[src/rtl/mem_arbiter_if.sv]
// Bundles the two requester ports and the memory command/return port of mem_arbiter.
// Latency: none, this is wiring only.
// Backpressure: carried by the req_ready / mem_ready signals it contains.
interface mem_arbiter_if #(
    parameter int ADDR_W = 32,
    parameter int DATA_W = 32
);
    // port 0: CPU
    logic              m0_req_valid;
    logic              m0_req_ready;
    logic              m0_we;
    logic [ADDR_W-1:0] m0_addr;
    logic [DATA_W-1:0] m0_wdata;
    logic              m0_rsp_valid;
    logic [DATA_W-1:0] m0_rdata;
    // port 1: program loader
    logic              m1_req_valid;
    logic              m1_req_ready;
    logic              m1_we;
    logic [ADDR_W-1:0] m1_addr;
    logic [DATA_W-1:0] m1_wdata;
    logic              m1_rsp_valid;
    logic [DATA_W-1:0] m1_rdata;
    // memory macro
    logic              mem_valid;
    logic              mem_ready;
    logic              mem_we;
    logic [ADDR_W-1:0] mem_addr;
    logic [DATA_W-1:0] mem_wdata;
    logic              mem_rvalid;
    logic [DATA_W-1:0] mem_rdata;

    // arbiter side
    modport slave (
        input  m0_req_valid, m0_we, m0_addr, m0_wdata,
        output m0_req_ready, m0_rsp_valid, m0_rdata,
        input  m1_req_valid, m1_we, m1_addr, m1_wdata,
        output m1_req_ready, m1_rsp_valid, m1_rdata,
        output mem_valid, mem_we, mem_addr, mem_wdata,
        input  mem_ready, mem_rvalid, mem_rdata
    );

    // requester / memory side
    modport master (
        output m0_req_valid, m0_we, m0_addr, m0_wdata,
        input  m0_req_ready, m0_rsp_valid, m0_rdata,
        output m1_req_valid, m1_we, m1_addr, m1_wdata,
        input  m1_req_ready, m1_rsp_valid, m1_rdata,
        input  mem_valid, mem_we, mem_addr, mem_wdata,
        output mem_ready, mem_rvalid, mem_rdata
    );
endinterface

[src/rtl/mem_arbiter.sv]
// Shares one memory port between CPU (port 0) and loader (port 1); define MEM_ARB_RR_EN for round-robin, else fixed priority with MAX_WAIT bound.
// Latency: accept->rsp_valid is 3 cycles for a read (mem_ready=1, memory latency 1) and 2 for a write; one transaction in flight.
// Backpressure: req_ready only in IDLE; mem_ready low stretches CMD; responses are never back-pressured.
module mem_arbiter #(
    parameter int ADDR_W   = 32,
    parameter int DATA_W   = 32,
    parameter int MAX_WAIT = 4
) (
    input  logic          clk,
    input  logic          rst,
    mem_arbiter_if.slave  bus
);
    localparam int CNT_W = $clog2(MAX_WAIT + 1);

    typedef enum logic [1:0] {IDLE, CMD, WAIT, RESP} state_t;

    state_t            state_q, state_d;
    logic              owner_q, owner_d;      // 0 = CPU, 1 = loader
    logic              we_q, we_d;
    logic [ADDR_W-1:0] addr_q, addr_d;
    logic [DATA_W-1:0] wdata_q, wdata_d;
    logic [DATA_W-1:0] rdata0_q, rdata0_d;
    logic [DATA_W-1:0] rdata1_q, rdata1_d;
    logic [CNT_W-1:0]  wait_cnt_q, wait_cnt_d;
    logic              last_q, last_d;        // port granted most recently

    logic grant0, grant1;
    logic req_ready0, req_ready1;
    logic rsp_valid0, rsp_valid1;
    logic mem_valid;

    // Pick the winning port among the currently valid requests.
    always_comb begin
        grant0 = 1'b0;
        grant1 = 1'b0;
`ifdef MEM_ARB_RR_EN
        if (bus.m0_req_valid && bus.m1_req_valid) begin
            grant1 = ~last_q;
            grant0 = last_q;
        end else begin
            grant0 = bus.m0_req_valid;
            grant1 = bus.m1_req_valid;
        end
`else
        grant1 = bus.m1_req_valid &&
                 (!bus.m0_req_valid || wait_cnt_q == CNT_W'(MAX_WAIT));
        grant0 = bus.m0_req_valid && !grant1;
`endif
    end

    // Next-state, command latching, read-data capture and handshake outputs.
    always_comb begin
        state_d    = state_q;
        owner_d    = owner_q;
        we_d       = we_q;
        addr_d     = addr_q;
        wdata_d    = wdata_q;
        rdata0_d   = rdata0_q;
        rdata1_d   = rdata1_q;
        wait_cnt_d = wait_cnt_q;
        last_d     = last_q;
        req_ready0 = 1'b0;
        req_ready1 = 1'b0;
        rsp_valid0 = 1'b0;
        rsp_valid1 = 1'b0;
        mem_valid  = 1'b0;

        case (state_q)
            IDLE: begin
                req_ready0 = grant0;
                req_ready1 = grant1;
                if (grant0 || grant1) begin
                    owner_d = grant1;
                    we_d    = grant1 ? bus.m1_we    : bus.m0_we;
                    addr_d  = grant1 ? bus.m1_addr  : bus.m0_addr;
                    wdata_d = grant1 ? bus.m1_wdata : bus.m0_wdata;
                    last_d  = grant1;
                    state_d = CMD;
                end
`ifndef MEM_ARB_RR_EN
                // count CPU wins that left the loader waiting
                if (!bus.m1_req_valid || grant1) begin
                    wait_cnt_d = '0;
                end else if (grant0) begin
                    wait_cnt_d = wait_cnt_q + CNT_W'(1);
                end
`endif
            end
            CMD: begin
                mem_valid = 1'b1;
                if (bus.mem_ready) begin
                    state_d = we_q ? RESP : WAIT;
                end
            end
            WAIT: begin
                if (bus.mem_rvalid) begin
                    if (owner_q) rdata1_d = bus.mem_rdata;
                    else         rdata0_d = bus.mem_rdata;
                    state_d = RESP;
                end
            end
            RESP: begin
                rsp_valid0 = !owner_q;
                rsp_valid1 = owner_q;
                state_d    = IDLE;
            end
            default: state_d = IDLE;
        endcase
    end

    // State registers; reset drops any transaction in flight.
    always_ff @(posedge clk) begin
        if (rst) begin
            state_q    <= IDLE;
            owner_q    <= 1'b0;
            we_q       <= 1'b0;
            addr_q     <= '0;
            wdata_q    <= '0;
            rdata0_q   <= '0;
            rdata1_q   <= '0;
            wait_cnt_q <= '0;
            last_q     <= 1'b1;
        end else begin
            state_q    <= state_d;
            owner_q    <= owner_d;
            we_q       <= we_d;
            addr_q     <= addr_d;
            wdata_q    <= wdata_d;
            rdata0_q   <= rdata0_d;
            rdata1_q   <= rdata1_d;
            wait_cnt_q <= wait_cnt_d;
            last_q     <= last_d;
        end
    end

    assign bus.m0_req_ready = req_ready0;
    assign bus.m1_req_ready = req_ready1;
    assign bus.m0_rsp_valid = rsp_valid0;
    assign bus.m1_rsp_valid = rsp_valid1;
    assign bus.m0_rdata     = rdata0_q;
    assign bus.m1_rdata     = rdata1_q;
    assign bus.mem_valid    = mem_valid;
    assign bus.mem_we       = we_q;
    assign bus.mem_addr     = addr_q;
    assign bus.mem_wdata    = wdata_q;

endmodule
[src/flat_wrapper.sv]
// flat-port wrapper written by rule: the top's interface ports become plain ports
module mem_arbiter_flat 
#(
    parameter int ADDR_W   = 32,
    parameter int DATA_W   = 32,
    parameter int MAX_WAIT = 4
)
  (clk, rst, bus_m0_req_valid, bus_m0_we, bus_m0_addr, bus_m0_wdata, bus_m0_req_ready, bus_m0_rsp_valid, bus_m0_rdata, bus_m1_req_valid, bus_m1_we, bus_m1_addr, bus_m1_wdata, bus_m1_req_ready, bus_m1_rsp_valid, bus_m1_rdata, bus_mem_valid, bus_mem_we, bus_mem_addr, bus_mem_wdata, bus_mem_ready, bus_mem_rvalid, bus_mem_rdata);
  mem_arbiter_if #(.ADDR_W(ADDR_W), .DATA_W(DATA_W)) bus_i ();
  input  logic clk;
  input  logic rst;
  input wire logic [$bits(bus_i.m0_req_valid)-1:0] bus_m0_req_valid;
  input wire logic [$bits(bus_i.m0_we)-1:0] bus_m0_we;
  input wire logic [$bits(bus_i.m0_addr)-1:0] bus_m0_addr;
  input wire logic [$bits(bus_i.m0_wdata)-1:0] bus_m0_wdata;
  output wire logic [$bits(bus_i.m0_req_ready)-1:0] bus_m0_req_ready;
  output wire logic [$bits(bus_i.m0_rsp_valid)-1:0] bus_m0_rsp_valid;
  output wire logic [$bits(bus_i.m0_rdata)-1:0] bus_m0_rdata;
  input wire logic [$bits(bus_i.m1_req_valid)-1:0] bus_m1_req_valid;
  input wire logic [$bits(bus_i.m1_we)-1:0] bus_m1_we;
  input wire logic [$bits(bus_i.m1_addr)-1:0] bus_m1_addr;
  input wire logic [$bits(bus_i.m1_wdata)-1:0] bus_m1_wdata;
  output wire logic [$bits(bus_i.m1_req_ready)-1:0] bus_m1_req_ready;
  output wire logic [$bits(bus_i.m1_rsp_valid)-1:0] bus_m1_rsp_valid;
  output wire logic [$bits(bus_i.m1_rdata)-1:0] bus_m1_rdata;
  output wire logic [$bits(bus_i.mem_valid)-1:0] bus_mem_valid;
  output wire logic [$bits(bus_i.mem_we)-1:0] bus_mem_we;
  output wire logic [$bits(bus_i.mem_addr)-1:0] bus_mem_addr;
  output wire logic [$bits(bus_i.mem_wdata)-1:0] bus_mem_wdata;
  input wire logic [$bits(bus_i.mem_ready)-1:0] bus_mem_ready;
  input wire logic [$bits(bus_i.mem_rvalid)-1:0] bus_mem_rvalid;
  input wire logic [$bits(bus_i.mem_rdata)-1:0] bus_mem_rdata;
  assign bus_i.m0_req_valid = bus_m0_req_valid;
  assign bus_i.m0_we = bus_m0_we;
  assign bus_i.m0_addr = bus_m0_addr;
  assign bus_i.m0_wdata = bus_m0_wdata;
  assign bus_m0_req_ready = bus_i.m0_req_ready;
  assign bus_m0_rsp_valid = bus_i.m0_rsp_valid;
  assign bus_m0_rdata = bus_i.m0_rdata;
  assign bus_i.m1_req_valid = bus_m1_req_valid;
  assign bus_i.m1_we = bus_m1_we;
  assign bus_i.m1_addr = bus_m1_addr;
  assign bus_i.m1_wdata = bus_m1_wdata;
  assign bus_m1_req_ready = bus_i.m1_req_ready;
  assign bus_m1_rsp_valid = bus_i.m1_rsp_valid;
  assign bus_m1_rdata = bus_i.m1_rdata;
  assign bus_mem_valid = bus_i.mem_valid;
  assign bus_mem_we = bus_i.mem_we;
  assign bus_mem_addr = bus_i.mem_addr;
  assign bus_mem_wdata = bus_i.mem_wdata;
  assign bus_i.mem_ready = bus_mem_ready;
  assign bus_i.mem_rvalid = bus_mem_rvalid;
  assign bus_i.mem_rdata = bus_mem_rdata;
  mem_arbiter #(.ADDR_W(ADDR_W), .DATA_W(DATA_W), .MAX_WAIT(MAX_WAIT)) u_core (.clk(clk), .rst(rst), .bus(bus_i));
endmodule
[config.mk]
export PLATFORM = sky130hd
export DESIGN_NAME = mem_arbiter_flat
export DESIGN_NICKNAME = d
export VERILOG_FILES = /design/src/rtl/mem_arbiter_if.sv /design/src/rtl/mem_arbiter.sv /design/src/flat_wrapper.sv
export SDC_FILE = /design/constraint.sdc
export NUM_CORES = 1
export LEC_CHECK = 0
export ABC_AREA = 1
export BUFFER_PORTS_ARGS = -buffer_cell sky130_fd_sc_hd__buf_2
export CAP_MARGIN = 0
export CORE_AREA = 2 2 114 127
export CTS_CLUSTER_DIAMETER = 120
export DETAILED_ROUTE_END_ITERATION = 8
export DIE_AREA = 0 0 116 129
export MAX_ROUTING_LAYER = met4
export PLACE_DENSITY = 0.83
export SYNTH_ARGS = -nofsm -noshare
export SYNTH_HDL_FRONTEND = slang
export SYNTH_SLANG_ARGS = --single-unit
[constraint.sdc]
create_clock -name clk -period 1.7 [get_ports clk]
set_input_delay 0.255 -clock clk [delete_from_list [all_inputs] [get_ports clk]]
set_output_delay 0.255 -clock clk [all_outputs]
set_load 0.01 [all_outputs]
== Word-level counts from Yosys, hierarchy flattened ==
Cells that the tools add are included.
Operators by class
  multiplexer cells: 15
  bitwise operators: 1
  reductions and logical operators: 16
  equality and inequality tests: 7
  $add $sub $neg: 1
Operator list (count)
  $mux 32: 2
  $reduce_and 3->1: 3
  $pmux 2 s4: 1
  $mux 1: 7
  $mux 2: 3
  $mux 3: 2
  $eq 2x2->1 const B: 2
  $logic_not 1->1: 4
  $ne 2x2->1 const B: 2
  $reduce_and 2->1: 2
  $add 3x1->3 const B: 1
  $eq 3x3->1 const B: 1
  $logic_or 1x1->1: 3
  $eq 2x1->1 const B: 1
  $logic_and 1x1->1: 2
  $logic_not 2->1: 1
  $ne 2x1->1 const B: 1
  $reduce_bool 2->1: 1
  $not 1->1: 1
Word-level totals
  input bits: 168
  register bits after elaboration: 135

== Logic depth before layout (Yosys ltp) ==
Gate-level depths: netlist (run 1).
  word-level depth: 8
  depth in mapped cells: 11
  depth with buffers taken out: 9

== Worst setup path after synthesis (run 1) ==
No wires, ideal clock.
  path type: reg-to-output
  start point: register u_core.wait_cnt_q[0]
  end point: output port bus_m0_req_ready
  path buffers: 1
  data required time: 1.445 ns
  arrival time: 1.249 ns
  cell stages (with the launch flop): 9
  path slack: 0.196 ns
  path through: dfxtp_1 inv_1 ha_1 nand2_1 nand2_1 nand2_1 buf_2 inv_2 nor3_1
On the way
  longest elaborated chain between the ends: 6
Ends and longest elaborated chain
  start: declaration: line mem_arbiter.sv:24  | logic [CNT_W-1:0] wait_cnt_q, wait_cnt_d;
  start signal: assignment: line mem_arbiter.sv:131  | wait_cnt_q <= wait_cnt_d;
  $eq 3x3->1: line mem_arbiter.sv:46  | (!bus.m0_req_valid || wait_cnt_q == CNT_W'(MAX_WAIT));
  $logic_or 1x1->1: line mem_arbiter.sv:46
  $logic_and 1x1->1: line mem_arbiter.sv:45  | grant1 = bus.m1_req_valid &&
  $logic_not 1->1: line mem_arbiter.sv:47  | grant0 = bus.m0_req_valid && !grant1;
  $logic_and 1x1->1: line mem_arbiter.sv:47
  $mux 1: line mem_arbiter.sv:68  | case (state_q)
  end: declaration: line flat_wrapper.sv:16  | output wire logic [$bits(bus_i.m0_req_ready)-1:0] bus_m0_req_ready;
No other way between the ends.

== Worst setup path in the final report (run 1) ==
  start point: register u_core.state_q[1]
  end point: output port bus_m0_req_ready
On the way
  longest elaborated chain between the ends: 2
Ends and longest elaborated chain
  start: declaration: line mem_arbiter.sv:17  | state_t state_q, state_d;
  start signal: assignment: line mem_arbiter.sv:124  | state_q <= state_d;
  $logic_not 2->1: line mem_arbiter.sv:68
  $mux 1: line mem_arbiter.sv:68
No other way between the ends.

==> results of run 1 <==
==> kinds of logic (layout without fill, tap and decap cells) <==
group           Yosys count  after routing  synth area share (%)
simple gates            486            486                  33.1
buf+inv                 176            468                  11.9
fa+ha+maj                 7              7                  1.45
compound gates          103            103                  8.55
flops                   135            135                  44.8
xor+xnor                  1              1                 0.145
==> synthesized netlist by cell type <==
cell type,n
sky130_fd_sc_hd__a21oi_1,35
sky130_fd_sc_hd__buf_1,1
sky130_fd_sc_hd__buf_2,31
sky130_fd_sc_hd__buf_4,5
sky130_fd_sc_hd__clkbuf_1,25
sky130_fd_sc_hd__dfxtp_1,135
sky130_fd_sc_hd__ha_1,7
sky130_fd_sc_hd__inv_1,109
sky130_fd_sc_hd__inv_2,5
sky130_fd_sc_hd__nand2_1,148
sky130_fd_sc_hd__nand3_1,134
sky130_fd_sc_hd__nor2_1,202
sky130_fd_sc_hd__nor2_2,1
sky130_fd_sc_hd__nor3_1,1
sky130_fd_sc_hd__o21ai_0,8
sky130_fd_sc_hd__o21ai_1,60
sky130_fd_sc_hd__xor2_1,1
==> metal layers <==
layer | vias to the layer above | wire length [µm]
met3 | 29 | 1330
met2 | 286 | 8570
li1 | 3372 | -
met4 | 0 | 336
met5 | - | 0
met1 | 2826 | 7060
==> state kept, by name (all words and copies together), names as in the netlist <==
signal,flops
u_core.bus.m0_rdata,32
u_core.bus.m1_rdata,32
u_core.bus.mem_addr,32
u_core.bus.mem_wdata,32
u_core.bus.mem_we,1
u_core.owner_q,1
u_core.state_q,2
u_core.wait_cnt_q,3
==> worst min-delay path, delay by kind of cell <==
| family | cells | cell delay (ns) |
|---|---|---|
| buf+inv | 1 | 0.09 |
| simple gates | 2 | 0.12 |
==> power groups by stage <==
stage	clock, mW	combinational, mW	sequential, mW
floorplan	0	2.20	4.86
global placement	0	4.10	4.47
detailed placement	0	4.18	4.49
CTS	3.69	4.30	4.44
global route	3.86	4.80	4.55
finish	3.61	4.29	4.44
==> timing repair <==
action,CTS,global route
pin swaps,5,3
hold buffers,0,0
setup buffers,4,1
endpoints found under the setup margin,2,3
resized for setup,14,5
==> area by class of cell <==
cell class              instances  area share, %
clock inverters                 7           1.12
repair buffers                323           21.0
inverters                     114           5.13
well taps                     188           2.80
flip-flops and latches        135           32.3
multi-input cells             597           31.8
clock buffers                  24           5.86
==> worst paths after layout <==
path / to / slack [ns] / start
min reg2reg: u_core.bus.m1_rdata[10] / 0.44 / u_core.bus.m1_rdata[10]
max: bus_m0_req_ready / -0.01 / u_core.state_q[1]
max reg2reg: u_core.bus.mem_wdata[27] / 0.15 / u_core.state_q[1]
min: u_core.bus.m0_rdata[21] / 0.08 / bus_mem_rdata[21]
==> per-stage QoR <==
stage / worst slack, ns / utilization [%] / instances / setup TNS, ns / instance area, µm²
3_3_place_gp: 0.0877 / 56.6 / 1352 / 0 / 7710
3_5_place_dp: 0.0740 / 56.6 / 1352 / 0 / 7710
6_report: -0.0115 / 61.6 / 1388 / -0.0115 / 8390
5_1_grt: -0.0869 / 61.6 / 1388 / -0.134 / 8390
4_1_cts: -0.103 / 61.4 / 1387 / -0.159 / 8370
2_1_floorplan: 0.196 / - / 908 / 0 / 6030
==> impl_results.rst, run 1 <==
.. list-table::
   :header-rows: 1

   * - Metric
     - Value
   * - Residual DRC count
     - 0
   * - WP buf/inv
     - 3
   * - Placer Congestion
     - between 0.8 and 0.9
   * - Aggregate routed wire length
     - ~17000 µm
   * - Initial Utilization
     - 44.2%
   * - Buffers from clock root to sink, at most
     - 2
   * - Number of buffers inserted during clock tree synthesis
     - 17
   * - Combined area of the multi-input logic cells
     - roughly 2700 µm²
   * - Register-to-Register Path Depth
     - 9
   * - Initial DRC Count
     - roughly 410
   * - Final Max Tran Viols
     - 0
   * - Delay of the slowest cell on the worst path
     - approximately 0.35 ns
   * - Number of antenna diodes
     - 0
   * - Cells taking the most area after synthesis
     - sky130_fd_sc_hd__dfxtp_1 45%, sky130_fd_sc_hd__nor2_1 13%, sky130_fd_sc_hd__nand3_1 11%
   * - Later-pin clock latency in the skew report
     - 0.41 ns
   * - Most common library cell in the layout ignoring fill and taps
     - sky130_fd_sc_hd__buf_2
   * - Total number of clock tree sinks
     - ~140
   * - Setup-failing EPs final
     - 1
   * - Fraction of post-synthesis cell area in the top cell type by area
     - around 45%
   * - Max FO, Critical Path
     - 5
   * - Outcome
     - finished, violations left
   * - Worst Slack Setup Final
     - -0.0115 ns
   * - Number of violations of the max-capacitance limit
     - 0
   * - Number of global-route vias before repair
     - about 5.5k
   * - Sequential fraction of design power
     - a little over a third
   * - Met3 usage
     - roughly 6.0%
   * - Number of distinct library cells after synthesis
     - 17
   * - Final layout net count
     - between 1k and 1.5k
   * - Proportion of power drawn by the clock network
     - approximately 29%
   * - Net count of the mapped netlist
     - 1083
   * - Worst hold margin
     - around 0.084 ns
   * - Final hold violations
     - 0
   * - Crit Path Category
     - reg -> out
   * - Biggest area consumer among synthesized cells
     - sky130_fd_sc_hd__dfxtp_1
   * - Power Internal
     - roughly 8.0 mW
   * - Site Rows
     - 45
   * - Synth Register Bits
     - 135
   * - Count of synthesis-stage warnings from yosys
     - 0
   * - Clock tree root buffer cell
     - sky130_fd_sc_hd__clkbuf_16
   * - Average via count per standard cell
     - 4.69
   * - Number of nets with antenna violations after routing
     - 0
   * - # H-tree levels
     - 4
   * - Hold WC Path Type
     - in -> reg
   * - Routing layer with the top usage in global route
     - met2
   * - Type of destination of the critical path
     - output pin
   * - Area of the placeable core
     - 13600 µm²
   * - Vias after detailed routing
     - between 6k and 7k
   * - Detailed-placement wirelength estimate
     - between 10000 and 15000 µm
   * - Maximum number of pins on one net before global-route repair
     - 67
   * - Violations in the final reports
     - setup timing
   * - Cell area after technology mapping
     - roughly 6000 µm²
   * - CP delay by family, top
     - flip-flops
   * - Gate Count Post-Synth
     - roughly 910
   * - Worst-path cell chain
     - inv_2, ha_2, inv_2, nor3_4, buf_2
   * - Fill cell total of the finished layout
     - ~1.2k
   * - Total die area
     - 15000 µm²
   * - WP data arrival
     - ~1.5 ns
   * - Average detailed-routed wire length per instance
     - 12.5 µm
   * - Required time of the worst setup path
     - between 1 and 1.5 ns
   * - Sum of internal, switching and leakage power
     - around 12 mW
   * - Crit path launch type
     - register
   * - Sw Share
     - about a third
   * - Part of the Yosys area used for sequential elements
     - approximately 45%
   * - Total leakage power
     - around 4.7 nW
   * - Slowest cell on the critical path
     - sky130_fd_sc_hd__dfxtp_2
   * - Fraction of layout instances using a drive strength above 1
     - 31.2%
   * - Net switching power figure
     - 4.33 mW
   * - Count of boundary I/O pins
     - between 300 and 400
   * - Remaining Overflow, GRT
     - 0
   * - Setup repair after global routing missed its margin
     - true
   * - Aggregate global-route resource usage
     - a little under a quarter
   * - Share of the cycle needed by the critical path after routing
     - 101%
   * - Worst rel slew slack
     - a little over three fifths
   * - Number of antenna violations at the first check in global routing
     - 0
   * - Total power per unit cell area
     - between 1000 and 1500 nW/µm²
   * - Critical path depth
     - 5
   * - Leading cell types in the layout, fill and taps excluded
     - 301 x sky130_fd_sc_hd__buf_2, 201 x sky130_fd_sc_hd__nor2_1, 144 x sky130_fd_sc_hd__nand2_1
   * - X dimension of the die
     - 116 µm
   * - Count of TritonRoute iterations in the first routing pass
     - 5
   * - Library cell appearing most often on the critical path
     - sky130_fd_sc_hd__inv_2
   * - Fraction of met1 tracks used by global routing
     - 27.1%
   * - Area overhead of the layout relative to synthesis
     - 39.2%
   * - Global-route wire length before repair
     - 26500 µm
   * - Die height
     - between 100 and 150 µm
   * - Buffers added on ports
     - ~300
   * - Reg area
     - 2710 µm²
   * - Average size of a mapped cell
     - approximately 6.6 µm²
   * - Slew at the pin closest to its max-slew limit
     - approximately 0.55 ns
   * - Post-route minimum period
     - ~1.7 ns
   * - GR met2 Demand/Resource
     - 38.3%
   * - Peak supply drop
     - between 800 and 900 µV
   * - Clock slew at reported path FFs
     - 0.06 ns
   * - Number of cells on the worst hold path
     - 3
   * - Combinational group share of total power
     - between 30% and 40%
   * - Timing-limited maximum frequency
     - around 580 MHz
   * - Maximum clock skew at final layout
     - 0.0109 ns
   * - CTS tree
     - built
Note: power is estimated with default switching activity, not from simulation.
==> run 2, diff against run 1 <==
- CTS_CLUSTER_DIAMETER: 120 -> 30
- REMOVE_ABC_BUFFERS: default -> 1
==> impl_results.rst, run 2 (synthesis results as in run 1) <==
.. list-table::
   :header-rows: 1

   * - Metric
     - Value
   * - Aggregate global-route resource usage
     - 23.7% (+0.56 points)
   * - # H-tree levels
     - 4 (unchanged)
   * - Reg-to-reg critical path endpoint
     - u_core.bus.mem_wdata[27]
   * - Initial Utilization
     - 44.2% (unchanged)
   * - Total power per unit cell area
     - 1490 nW/µm² (+1.3%)
   * - Later-pin clock latency in the skew report
     - 0.41 ns (about the same)
   * - Area overhead of the layout relative to synthesis
     - 39.9%
   * - Total leakage power
     - 4.74 nW (+0.38%)
   * - RR Startpoint
     - u_core.wait_cnt_q[0]
   * - Setup-failing EPs final
     - 0 (-1)
   * - Total number of clock tree sinks
     - 135 (unchanged)
   * - Slew at the pin closest to its max-slew limit
     - 0.575 ns (+0.0202 ns)
   * - Non-filler cells, final
     - 1388 (unchanged)
   * - Clock slew at reported path FFs
     - 0.06 ns (about the same)
   * - Final layout net count
     - 1361 (-0.15%)
   * - Number of buffers inserted during clock tree synthesis
     - 17 (unchanged)
   * - Worst rel slew slack
     - 61.7% (-1.3 points)
   * - Aggregate routed wire length
     - 17700 µm (+2.4%)
   * - Timing-limited maximum frequency
     - 596 MHz (+2.1%)
   * - Number of antenna violations at the first check in global routing
     - 1 (+1)
   * - Sum of internal, switching and leakage power
     - 12.6 mW (+1.8%)
   * - Outcome
     - finished, final reports clean
   * - Placer Congestion
     - 0.856 (+1.7%)
   * - Hold Crit Start
     - bus_mem_rdata[0]
   * - Worst min-delay path endpoint
     - u_core.bus.m0_rdata[0]
   * - Global-route wire length before repair
     - 27100 µm (+2.1%)
   * - Total die area
     - 15000 µm² (unchanged)
   * - Fin area
     - 8430 µm² (+0.52%)
   * - Final TNS setup
     - 0 ns (+0.0115 ns)
   * - Vias after detailed routing
     - 6485 (-0.43%)
   * - Max FO, Critical Path
     - 2 (-3)
   * - Number of nets with antenna violations after routing
     - 0 (unchanged)
   * - Crit path launch type
     - register
   * - Initial DRC Count
     - 509 (+24%)
   * - Post-route minimum period
     - 1.68 ns (-0.0350 ns)
   * - Area of the placeable core
     - 13600 µm² (unchanged)
   * - Count of boundary I/O pins
     - 302 (unchanged)
   * - Remaining Overflow, GRT
     - 0 (unchanged)
   * - Buffers from clock root to sink, at most
     - 2 (unchanged)
   * - Average via count per standard cell
     - 4.67 (-0.43%)
   * - Number of hold-repair buffers added at the cts stage
     - 0 (unchanged)
   * - Leading cell types in the layout, fill and taps excluded
     - 300 x sky130_fd_sc_hd__buf_2, 201 x sky130_fd_sc_hd__nor2_1, 145 x sky130_fd_sc_hd__nand2_1
   * - Placed cells
     - 1349 (-0.22%)
   * - Required time of the worst setup path
     - 1.44 ns (about the same)
   * - Clock tree root buffer cell
     - sky130_fd_sc_hd__clkbuf_16
   * - Crit Path Category
     - reg -> out
   * - Most common library cell in the layout ignoring fill and taps
     - sky130_fd_sc_hd__buf_2
   * - Worst reg-to-reg setup slack
     - 0.17 ns (+0.02 ns)
   * - Fill cell total of the finished layout
     - 1284 (+3.4%)
   * - Number of global-route vias before repair
     - 5641 (+3.3%)
   * - Hold WC Path Type
     - in -> reg
   * - Setup Slack @ Placement
     - 0.148 ns (+0.0741 ns)
   * - Peak supply drop
     - 634 µV (-25%)
   * - Number of cells on the worst hold path
     - 3 (unchanged)
   * - Fraction of layout instances using a drive strength above 1
     - 31.2% (about the same)
   * - Die height
     - 129 µm (unchanged)
   * - Detailed-placement wirelength estimate
     - 12900 µm (+3.7%)
   * - Share of the cycle needed by the critical path after routing
     - 98.6% (-2.1 points)
   * - X dimension of the die
     - 116 µm (unchanged)
   * - Final hold violations
     - 0 (unchanged)
   * - Worst Slack Setup Final
     - 0.0235 ns (+0.0350 ns)
   * - Final core area utilization
     - 61.9% (+0.32 points)
   * - Count of TritonRoute iterations in the first routing pass
     - 5 (unchanged)
   * - Buffers added on ports
     - 301 (unchanged)
   * - Final Max Tran Viols
     - 0 (unchanged)
   * - Maximum number of pins on one net before global-route repair
     - 75 (+12%)
   * - Instance area at placement
     - 7700 µm² (-0.13%)
   * - Average detailed-routed wire length per instance
     - 12.8 µm (+2.4%)
   * - Register-to-Register Path Depth
     - 11 (+2)
   * - WP data arrival
     - 1.42 ns (-0.04 ns)
   * - Number of violations of the max-capacitance limit
     - 0 (unchanged)
   * - Residual DRC count
     - 0 (unchanged)
   * - Site Rows
     - 45 (unchanged)
   * - Worst hold margin
     - 0.0793 ns (-0.00424 ns)
   * - Type of destination of the critical path
     - output pin
   * - CTS tree
     - built
   * - Maximum clock skew at final layout
     - 0.0122 ns (+0.00127 ns)
   * - Setup repair after global routing missed its margin
     - true
-- run 2: cell types whose count changed in the layout (fill, tap and decap cells not counted), sizes merged --
cell / change
bufinv: +1
clkinv: +1
clkbuf: -3
buf: -2
clkinvlp: +1
diode: +1
inv: +1
-- run 2: final cells by class --
| type | instances | area [µm²] | share of cell area, % |
|---|---|---|---|
| flip-flops and latches | 135 | 2710 | 32.1 |
| multi-input cells | 597 | 2670 | 31.7 |
| repair buffers | 321 | 1760 | 20.9 |
| clock buffers | 21 | 480 | 5.70 |
| inverters | 114 | 428 | 5.07 |
| well taps | 188 | 235 | 2.79 |
| clock inverters | 11 | 145 | 1.72 |
| diodes | 1 | 2.50 | 0.0297 |
-- run 2: worst max-delay path: stages, from the launching register on --
cell,delay (ns)
sky130_fd_sc_hd__dfxtp_2,0.34
sky130_fd_sc_hd__inv_2,0.05
sky130_fd_sc_hd__ha_4,0.15
sky130_fd_sc_hd__nand2_4,0.06
sky130_fd_sc_hd__nand2_4,0.05
sky130_fd_sc_hd__nand2_4,0.06
sky130_fd_sc_hd__inv_2,0.04
sky130_fd_sc_hd__nor3_2,0.12
sky130_fd_sc_hd__buf_2,0.16
-- run 2: layer usage --
| layer | routed length [µm] | GRT usage (%) | up-vias |
|---|---|---|---|
| met5 | 0 | - | - |
| met2 | 8740 | 39.8 | 262 |
| met3 | 1400 | 5.98 | 24 |
| li1 | - | - | 3374 |
| met1 | 7260 | 27.5 | 2825 |
| met4 | 308 | 8.26 | 0 |
-- run 2: worst max-delay path by stage --
stage,startpoint,end,slack (ns),cells past startpoint
6_report,u_core.wait_cnt_q[0],bus_m0_req_ready,0.02,8
5_1_grt,u_core.wait_cnt_q[0],bus_m0_req_ready,-0.03,8
4_1_cts,u_core.wait_cnt_q[1],bus_m0_req_ready,-0.05,8
3_5_place_dp,u_core.state_q[1],u_core.bus.mem_wdata[19],0.15,8
3_3_place_gp,u_core.state_q[1],u_core.bus.mem_addr[9],0.21,8
2_1_floorplan,u_core.state_q[0],u_core.bus.mem_addr[0],-1.87,7
-- run 2: timing repair --
item / 4_1_cts / 5_1_grt
resized for setup: 11 / 6
pin swaps: 5 / 4
buffers inserted: 4 / 2
endpoints found under the setup margin: 2 / 13
-- run 2: power by group --
part | switching (mW) | internal (mW) | total, mW
Clock | 1.37 | 2.46 | 3.83
Combinational | 2.60 | 1.72 | 4.32
Sequential | 0.414 | 4.01 | 4.42
==> run 3, diff against run 2 <==
==> constraint.sdc (replaced) <==
create_clock -name clk -period 1.7 [get_ports clk]
set_input_delay 0.425 -clock clk [delete_from_list [all_inputs] [get_ports clk]]
set_output_delay 0.425 -clock clk [all_outputs]
set_load 0.01 [all_outputs]
==> impl_results.rst, run 3 (synthesis results as in run 1) <==
.. list-table::
   :header-rows: 1

   * - Metric
     - Value
   * - Average detailed-routed wire length per instance
     - 13.0 µm (+1.7%)
   * - Maximum clock skew at final layout
     - 0.00913 ns (-0.00303 ns)
   * - Buffers added on ports
     - 301 (unchanged)
   * - Site Rows
     - 45 (unchanged)
   * - Maximum number of pins on one net before global-route repair
     - 75 (unchanged)
   * - Sum of internal, switching and leakage power
     - 12.9 mW (+2.3%)
   * - Aggregate global-route resource usage
     - 24.0% (+0.28 points)
   * - Peak supply drop
     - 734 µV (+16%)
   * - Leading cell types in the layout, fill and taps excluded
     - 299 x sky130_fd_sc_hd__buf_2, 201 x sky130_fd_sc_hd__nor2_1, 143 x sky130_fd_sc_hd__nand2_1
   * - X dimension of the die
     - 116 µm (unchanged)
   * - Setup Slack @ Placement
     - 0.0865 ns (-0.0616 ns)
   * - Worst rel slew slack
     - 70.7% (+9.0 points)
   * - Worst Slack Setup Final
     - -0.155 ns (-0.178 ns)
   * - Number of buffers inserted during clock tree synthesis
     - 17 (unchanged)
   * - Buffers from clock root to sink, at most
     - 2 (unchanged)
   * - Detailed-placement wirelength estimate
     - 12600 µm (-1.7%)
   * - Slew at the pin closest to its max-slew limit
     - 0.440 ns (-0.135 ns)
   * - Most common library cell in the layout ignoring fill and taps
     - sky130_fd_sc_hd__buf_2
   * - Number of global-route vias before repair
     - 5828 (+3.3%)
   * - Number of antenna violations at the first check in global routing
     - 0 (-1)
   * - Post-route minimum period
     - 1.85 ns (+0.178 ns)
   * - Sw Share
     - 34.8% (about the same)
   * - Setup-failing EPs final
     - 2 (+2)
   * - Number of nets with antenna violations after routing
     - 0 (unchanged)
   * - Total leakage power
     - 4.73 nW (-0.15%)
   * - Hold WC Path Type
     - in -> reg
   * - Fraction of layout instances using a drive strength above 1
     - 31.6% (+0.44 points)
   * - Sequential fraction of design power
     - 34.5% (-0.7 points)
   * - Outcome
     - finished, violations left
   * - Count of boundary I/O pins
     - 302 (unchanged)
   * - RR Startpoint
     - u_core.wait_cnt_q[0]
   * - Share of the cycle needed by the critical path after routing
     - 109% (+10 points)
   * - Setup repair after global routing missed its margin
     - true
   * - Final hold violations
     - 0 (unchanged)
   * - Hold Crit Start
     - bus_mem_rdata[13]
   * - WP data arrival
     - 1.43 ns (about the same)
   * - Max FO, Critical Path
     - 2 (unchanged)
   * - Global-route wire length before repair
     - 27400 µm (+1.1%)
   * - Worst reg-to-reg setup slack
     - 0.13 ns (-0.04 ns)
   * - Vias after detailed routing
     - 6580 (+1.5%)
   * - Aggregate routed wire length
     - 18000 µm (+1.6%)
   * - Area overhead of the layout relative to synthesis
     - 40.5%
   * - Combinational group share of total power
     - 33.8% (-0.6 points)
   * - Crit path launch type
     - register
   * - Library cell appearing most often on the critical path
     - sky130_fd_sc_hd__nand2_2
   * - Proportion of power drawn by the clock network
     - 31.6% (+1.1 points)
   * - Final Max Tran Viols
     - 0 (unchanged)
   * - Number of antenna diodes
     - 0 (-1)
   * - Total die area
     - 15000 µm² (unchanged)
   * - Total number of clock tree sinks
     - 135 (unchanged)
   * - Required time of the worst setup path
     - 1.27 ns (-0.17 ns)
   * - Final core area utilization
     - 62.2% (+0.27 points)
   * - Number of violations of the max-capacitance limit
     - 0 (unchanged)
   * - # H-tree levels
     - 4 (unchanged)
   * - Startpoint of the worst setup timing path
     - u_core.wait_cnt_q[0]
   * - Slowest cell on the critical path
     - sky130_fd_sc_hd__dfxtp_2
   * - Type of destination of the critical path
     - output pin
   * - Instance area at placement
     - 7700 µm² (about the same)
   * - Net switching power figure
     - 4.48 mW (+2.3%)
   * - Crit Path Category
     - reg -> out
   * - Clock slew at reported path FFs
     - 0.06 ns (about the same)
   * - Delay of the slowest cell on the worst path
     - 0.33 ns (about the same)
   * - CTS tree
     - built
   * - Total power per unit cell area
     - 1520 nW/µm² (+1.9%)
   * - Power Internal
     - 8.38 mW (+2.3%)
   * - Count of TritonRoute iterations in the first routing pass
     - 5 (unchanged)
   * - Residual DRC count
     - 0 (unchanged)
   * - Die height
     - 129 µm (unchanged)
   * - Initial Utilization
     - 44.2% (unchanged)
   * - Placer Congestion
     - 0.872 (+1.8%)
   * - Initial DRC Count
     - 417 (-18%)
   * - Fin area
     - 8470 µm² (+0.43%)
   * - Worst-path cell chain
     - inv_2, ha_4, nand2_2, nand2_2, nand2_2, inv_2, nor3_2, buf_2
   * - Area of the placeable core
     - 13600 µm² (unchanged)
   * - Final layout net count
     - 1360 (-0.073%)
   * - Later-pin clock latency in the skew report
     - 0.41 ns (about the same)
   * - Clock tree root buffer cell
     - sky130_fd_sc_hd__clkbuf_16
   * - Average via count per standard cell
     - 4.75 (+1.6%)
   * - Final TNS setup
     - -0.271 ns (-0.271 ns)
   * - Remaining Overflow, GRT
     - 0 (unchanged)
   * - Violations in the final reports
     - setup timing
   * - Timing-limited maximum frequency
     - 539 MHz (-9.6%)
==> run 3: layer usage <==
metal | GRT usage (%) | routed length (µm) | up-vias
met1 | 28.6 | 7360 | 2865
met4 | 10.8 | 492 | 0
met2 | 38.7 | 8680 | 304
li1 | - | - | 3376
met3 | 5.23 | 1460 | 35
met5 | - | 0 | -
==> run 3: timing repair <==
| item | CTS | global route |
|---|---|---|
| setup endpoints to repair | 5 | 48 |
| hold buffers | 0 | 0 |
| gates resized for setup | 14 | 11 |
| pin swaps | 3 | 2 |
| buffers inserted | 2 | 2 |
==> run 3: critical path: cells and delay by family, from the launching register on <==
| kind | cells | cell delay [ns] |
|---|---|---|
| fa+ha+maj | 1 | 0.15 |
| buf+inv | 3 | 0.25 |
| flops | 1 | 0.33 |
| simple gates | 4 | 0.28 |
==> run 3: power by group through the flow <==
stage | Clock [mW] | Combinational (mW) | Sequential [mW]
4_1_cts | 4.13 | 4.28 | 4.43
5_1_grt | 4.30 | 4.90 | 4.54
3_5_place_dp | 0 | 4.19 | 4.47
3_3_place_gp | 0 | 4.13 | 4.44
6_report | 4.07 | 4.35 | 4.44
2_1_floorplan | 0 | 2.00 | 4.61
==> run 3: worst paths after layout <==
| kind | cells past startpoint | endpoint |
|---|---|---|
| worst max-delay path | 8 | bus_m0_req_ready |
| worst min-delay path | 3 | u_core.bus.m0_rdata[13] |
| worst min register to register | 2 | u_core.bus.m1_rdata[7] |
| worst max register to register | 11 | u_core.bus.mem_addr[28] |
==> run 3: final cells by class <==
type / count / area [µm²]
clock buffers: 18 / 439
clock inverters: 14 / 223
fillers: 1236 / 5160
inverters: 114 / 428
multi-input cells: 597 / 2680
flip-flops and latches: 135 / 2710
well taps: 188 / 235
repair buffers: 320 / 1760
==> run 3: through the flow <==
stage	hold slack, ns	cells
floorplan	0.456	846
global placement	0.427	1350
detailed placement	0.432	1350
CTS	0.234	1384
global route	0.248	1386
finish	0.246	1386
